File: config.mk
export PLATFORM = sky130hd
export DESIGN_NAME = mem_bus_arbiter
export DESIGN_NICKNAME = d
export VERILOG_FILES = /design/src/rtl/mem_bus_arbiter.sv
export SDC_FILE = /design/constraint.sdc
export NUM_CORES = 1
export LEC_CHECK = 0
export ABC_CLOCK_PERIOD_IN_PS = 7100
export CAP_MARGIN = 10
export CORE_ASPECT_RATIO = 0.7
export CORE_UTILIZATION = 25
export DETAILED_ROUTE_END_ITERATION = 7
export PLACE_DENSITY = 0.67
export SETUP_SLACK_MARGIN = 0.1
export SLEW_MARGIN = 10
export SYNTH_ARGS = -nofsm -noshare
export SYNTH_HDL_FRONTEND = slang
export SYNTH_SLANG_ARGS = --single-unit
File: constraint.sdc
create_clock -name clk -period 7.1 [get_ports clk]
set_input_delay 1.065 -clock clk [delete_from_list [all_inputs] [get_ports clk]]
set_output_delay 1.065 -clock clk [all_outputs]
set_load 0.005 [all_outputs]
File: src/rtl/mem_bus_arbiter.sv
// Shares one SRAM-like memory port between instruction fetch and the mem stage.
// Grants one requester in IDLE, then runs a single address/response transaction for it.
module mem_bus_arbiter #(
   parameter int unsigned ADDR_W          = 32,
   parameter int unsigned DATA_W          = 32,
   parameter int unsigned MAX_DATA_STREAK = 4
) (
   input  logic                clk,
   input  logic                rst,

   input  logic                inst_req,
   input  logic [ADDR_W-1:0]   inst_addr,
   output logic                inst_addr_ok,
   output logic                inst_data_ok,
   output logic [DATA_W-1:0]   inst_rdata,

   input  logic                data_req,
   input  logic                data_wr,
   input  logic [DATA_W/8-1:0] data_wstrb,
   input  logic [ADDR_W-1:0]   data_addr,
   input  logic [DATA_W-1:0]   data_wdata,
   output logic                data_addr_ok,
   output logic                data_data_ok,
   output logic [DATA_W-1:0]   data_rdata,

   output logic                bus_req,
   output logic                bus_wr,
   output logic [DATA_W/8-1:0] bus_wstrb,
   output logic [ADDR_W-1:0]   bus_addr,
   output logic [DATA_W-1:0]   bus_wdata,
   input  logic                bus_addr_ok,
   input  logic                bus_data_ok,
   input  logic [DATA_W-1:0]   bus_rdata,

   output logic                busy
);

   localparam logic [1:0] IDLE = 2'd0;
   localparam logic [1:0] ADDR = 2'd1;
   localparam logic [1:0] RESP = 2'd2;

   localparam logic OWNER_INST = 1'b0;
   localparam logic OWNER_DATA = 1'b1;

   localparam logic [3:0] STREAK_MAX = 4'(MAX_DATA_STREAK);

   logic [1:0]          stateQ, stateD;
   logic                ownerQ, ownerD;
   logic [ADDR_W-1:0]   addrQ, addrD;
   logic                wrQ, wrD;
   logic [DATA_W/8-1:0] wstrbQ, wstrbD;
   logic [DATA_W-1:0]   wdataQ, wdataD;
   logic [3:0]          streakQ, streakD;

   logic grantData;
   logic grantInst;

   // Data normally wins; a waiting fetch is forced through once the streak saturates.
   always_comb begin
      grantData = 1'b0;
      grantInst = 1'b0;
      if (stateQ == IDLE) begin
         grantData = data_req && !(inst_req && (streakQ == STREAK_MAX));
         grantInst = inst_req && !grantData;
      end
   end

   always_comb begin
      stateD  = stateQ;
      ownerD  = ownerQ;
      addrD   = addrQ;
      wrD     = wrQ;
      wstrbD  = wstrbQ;
      wdataD  = wdataQ;
      streakD = streakQ;
      case (stateQ)
         IDLE: begin
            if (grantData) begin
               stateD = ADDR;
               ownerD = OWNER_DATA;
               addrD  = data_addr;
               wrD    = data_wr;
               wstrbD = data_wstrb;
               wdataD = data_wdata;
               if (inst_req) begin
                  streakD = (streakQ == STREAK_MAX) ? STREAK_MAX : streakQ + 4'd1;
               end else begin
                  streakD = '0;
               end
            end else if (grantInst) begin
               stateD  = ADDR;
               ownerD  = OWNER_INST;
               addrD   = inst_addr;
               wrD     = 1'b0;
               wstrbD  = '0;
               wdataD  = '0;
               streakD = '0;
            end
         end
         ADDR: begin
            if (bus_addr_ok) begin
               stateD = RESP;
            end
         end
         RESP: begin
            if (bus_data_ok) begin
               stateD = IDLE;
            end
         end
         default: stateD = IDLE;
      endcase
   end

   always_ff @(posedge clk or posedge rst) begin
      if (rst) begin
         stateQ  <= IDLE;
         ownerQ  <= OWNER_INST;
         addrQ   <= '0;
         wrQ     <= 1'b0;
         wstrbQ  <= '0;
         wdataQ  <= '0;
         streakQ <= '0;
      end else begin
         stateQ  <= stateD;
         ownerQ  <= ownerD;
         addrQ   <= addrD;
         wrQ     <= wrD;
         wstrbQ  <= wstrbD;
         wdataQ  <= wdataD;
         streakQ <= streakD;
      end
   end

   assign inst_addr_ok = grantInst;
   assign data_addr_ok = grantData;

   // Responses outside RESP (stray or left over from an abandoned transaction) are dropped.
   assign inst_data_ok = (stateQ == RESP) && bus_data_ok && (ownerQ == OWNER_INST);
   assign data_data_ok = (stateQ == RESP) && bus_data_ok && (ownerQ == OWNER_DATA);

   assign inst_rdata = bus_rdata;
   assign data_rdata = bus_rdata;

   assign bus_req   = (stateQ == ADDR);
   assign bus_wr    = wrQ;
   assign bus_wstrb = wstrbQ;
   assign bus_addr  = addrQ;
   assign bus_wdata = wdataQ;

   assign busy = (stateQ != IDLE);

endmodule

==> results.sh <==
export IMPL_min_period_ns=4.06
export IMPL_critical_path_max_stage_delay_ns=0.58
export IMPL_r2r_end="bus_wdata[16]"
export IMPL_cts_sinks=76
export IMPL_postCtsResizedCells=0
export IMPL_post_cts_buffers=0
export IMPL_htreeDepth=3
export IMPL_worst_slack_ns=3.04
export IMPL_grt_pass1_wl_um=17000
export IMPL_yosysTopAreaCell="dfrtp_1"
export IMPL_via_per_inst=4.73
export IMPL_worstHoldPathCells=1
export IMPL_wirelength_um=10900
export IMPL_hold_buffers=0
export IMPL_clockRootBuffer="clkbuf_16"
export IMPL_area_growth_pct=41.9
export IMPL_rr_startpoint="stateQ[0]"
export IMPL_clock_path_buffers=2
export IMPL_place_area_mm2=0.00544
export IMPL_crit_buf_inv=2
export IMPL_grt_ovfl_total=0
export IMPL_max_freq_mhz=246
export IMPL_crit_slowest_cell="and2_4"
export IMPL_tightest_slew_ns=1.04
export IMPL_layout_commonest_cell="clkdlybuf4s50_1"
export IMPL_post_route_drc_count=0
export IMPL_crit_path_end_kind="output port"
export IMPL_nets=616
export IMPL_pre_cts_slack_ns=3.03
export IMPL_grt_max_degree=77
export IMPL_path_clk_slew_ns=0.06
export IMPL_num_fill_cells=1504
export IMPL_dieArea_mm2=0.0167
export IMPL_cp_max_fo=36
export IMPL_path_class="in2out"
export IMPL_finalCritPeriodShare_pct=57.2
export IMPL_port_buffers=181
export IMPL_ys_types=32
export IMPL_final_area_mm2=0.00575
export IMPL_setup_viol=0
export IMPL_antenna_found_initial=0
export IMPL_fp_dieH_um=108
export IMPL_status="finished, final reports clean"
export IMPL_fin_skew_ns=0.0165
export IMPL_final_max_slew_viol_count=0
export IMPL_drt_antenna_violating_nets=0
export IMPL_dpl_hpwl_um=7250
export IMPL_crit_required_ns=6.03
export IMPL_synth_nets=516
export IMPL_io_pins=278
export IMPL_final_core_util_pct=36.7
export IMPL_rrSetupSlack_ns=4.47
export IMPL_grt_pass1_vias=3266
export IMPL_fin_tns_setup_ns=0
export IMPL_ys_ff_latch=76
export IMPL_synth_area_mm2=0.00405
export IMPL_power_w=0.00232
export IMPL_core_mm2=0.0156
export IMPL_powerDensity_mw_per_mm2=403
export IMPL_leakagePower_nw=2.35
export IMPL_num_vias=3216
export IMPL_min_to="bus_wr"
export IMPL_worstPathArrival_ns=3.00
export IMPL_drv_cap=0
export IMPL_cts_tree="done"
export IMPL_firstDrtPassIters=4
export IMPL_syn_inst=375
export IMPL_relSlewSlack_pct=30.5
export IMPL_crit_chain="clkdlybuf4s50_1 -> nand4b_2 -> and2_4 -> nor2_1 -> clkdlybuf4s50_1"
export IMPL_initial_core_util_pct=25.9
export IMPL_crit_family="buffers and inverters"
export IMPL_hold_viol_final=0
export IMPL_ys_warn_count=0
export IMPL_syn_area_per_cell_um2=10.8
export IMPL_cts_buffers=9
export IMPL_clock_latency_ns=0.35
export IMPL_r2r_cells=3
export IMPL_synth_top_area_share_pct=47.0
export IMPL_rsz0062_at_grt="false"
export IMPL_vdd_drop_max_mv=0.147
export IMPL_final_cell_mix="clkdlybuf4s50_1, dfrtp_1, nor2_1"
export IMPL_crit_top_cell="clkdlybuf4s50_1"
export IMPL_diodes=0
export IMPL_track_usage_pct=13.2
export IMPL_drtIter0Drc=150
export IMPL_fp_row_count=38
export IMPL_seq_area_frac_synth_pct=47.0
export IMPL_critPathLaunchType="input pin"
export IMPL_place_congestion=0.723
export IMPL_die_w_um=154
export IMPL_drive_gt1_share_pct=11.9
export IMPL_hold_path_class="reg2reg"
export IMPL_min_from="bus_wr"
export IMPL_wl_per_cell_um=16.1
export IMPL_synth_area_leaders="dfrtp_1, buf_4, a221oi_2"
## area by class of cell
class | instances | area [µm²] | share of cell area, %
Sequential cell | 76 | 1900 | 33.1
Timing Repair Buffer | 185 | 1840 | 32.1
Multi-Input combinational cell | 197 | 1430 | 24.8
Tap cell | 200 | 250 | 4.36
Clock buffer | 9 | 225 | 3.92
Clock inverter | 7 | 76.3 | 1.33
Inverter | 6 | 23.8 | 0.414
## state kept, by name (all words and copies together), names as in the netlist
| name | flops |
|---|---|
| bus_wr | 1 |
| bus_addr | 32 |
| bus_wdata | 32 |
| ownerQ | 1 |
| bus_wstrb | 4 |
| streakQ | 4 |
| stateQ | 2 |
## per-layer routing
layer / GRT usage [%] / part of all wire (%) / up-vias
met3: 5.29 / 8.9 / 21
li1: - / - / 1479
met4: 4.93 / 1.5 / 0
met2: 19.9 / 42 / 151
met5: 0 / 0 / -
met1: 17.0 / 47 / 1565
## cells in the mapped netlist (all sizes together)
cell type  number
nor3            2
a21o            1
nand3           1
nand4b          1
nand2b          4
and2            1
clkbuf          3
and3            1
buf            93
a21oi          34
nor2           66
a41o            1
nor3b           1
or2             1
a32o            2
a221oi         32
dfrtp          76
inv             6
nand2           4
a31o            1
mux2            1
o21ai           4
ha              2
a22o           37
## through the flow
stage	hold WS [ns]	instances
after floorplan	0.465	375
after global placement	0.484	664
after global routing	0.526	680
after CTS	0.511	680
after detailed placement	0.492	664
final	0.502	680
## report_power, final
part           switching [W]  internal [W]
logic               0.000497      0.000604
registers           0.000123      0.000626
clock network       0.000215      0.000251
total               0.000836       0.00148
## how the worst max path moves through the flow
stage               from            to  slack (ns)  cells past startpoint
6_report        inst_req  inst_addr_ok        3.04                      5
3_3_place_gp    inst_req  inst_addr_ok        3.08                      5
3_5_place_dp    inst_req  inst_addr_ok        3.03                      5
5_1_grt        stateQ[0]          busy        2.86                      3
4_1_cts        stateQ[0]          busy        3.01                      3
2_1_floorplan        rst   bus_addr[0]        4.10                      1
## logic make-up (layout without fill, tap and decap cells)
kind of cell / Yosys count / after routing / share of synthesized area (%)
adders and majority gates: 2 / 2 / 0.618
buffers and inverters: 102 / 207 / 18.2
AOI/OAI and AO/OA: 112 / 112 / 25.3
muxes: 1 / 1 / 0.278
and+or+nand+nor: 82 / 82 / 8.62
DFF: 76 / 76 / 47.0
## worst reg2reg max path, cell delays in order, from the launching register on
cell,delay [ns]
dfrtp_1,0.47
nor2_4,0.82
nand2_2,0.76
a22o_1,0.46
(Power assumes the default switching activity.)
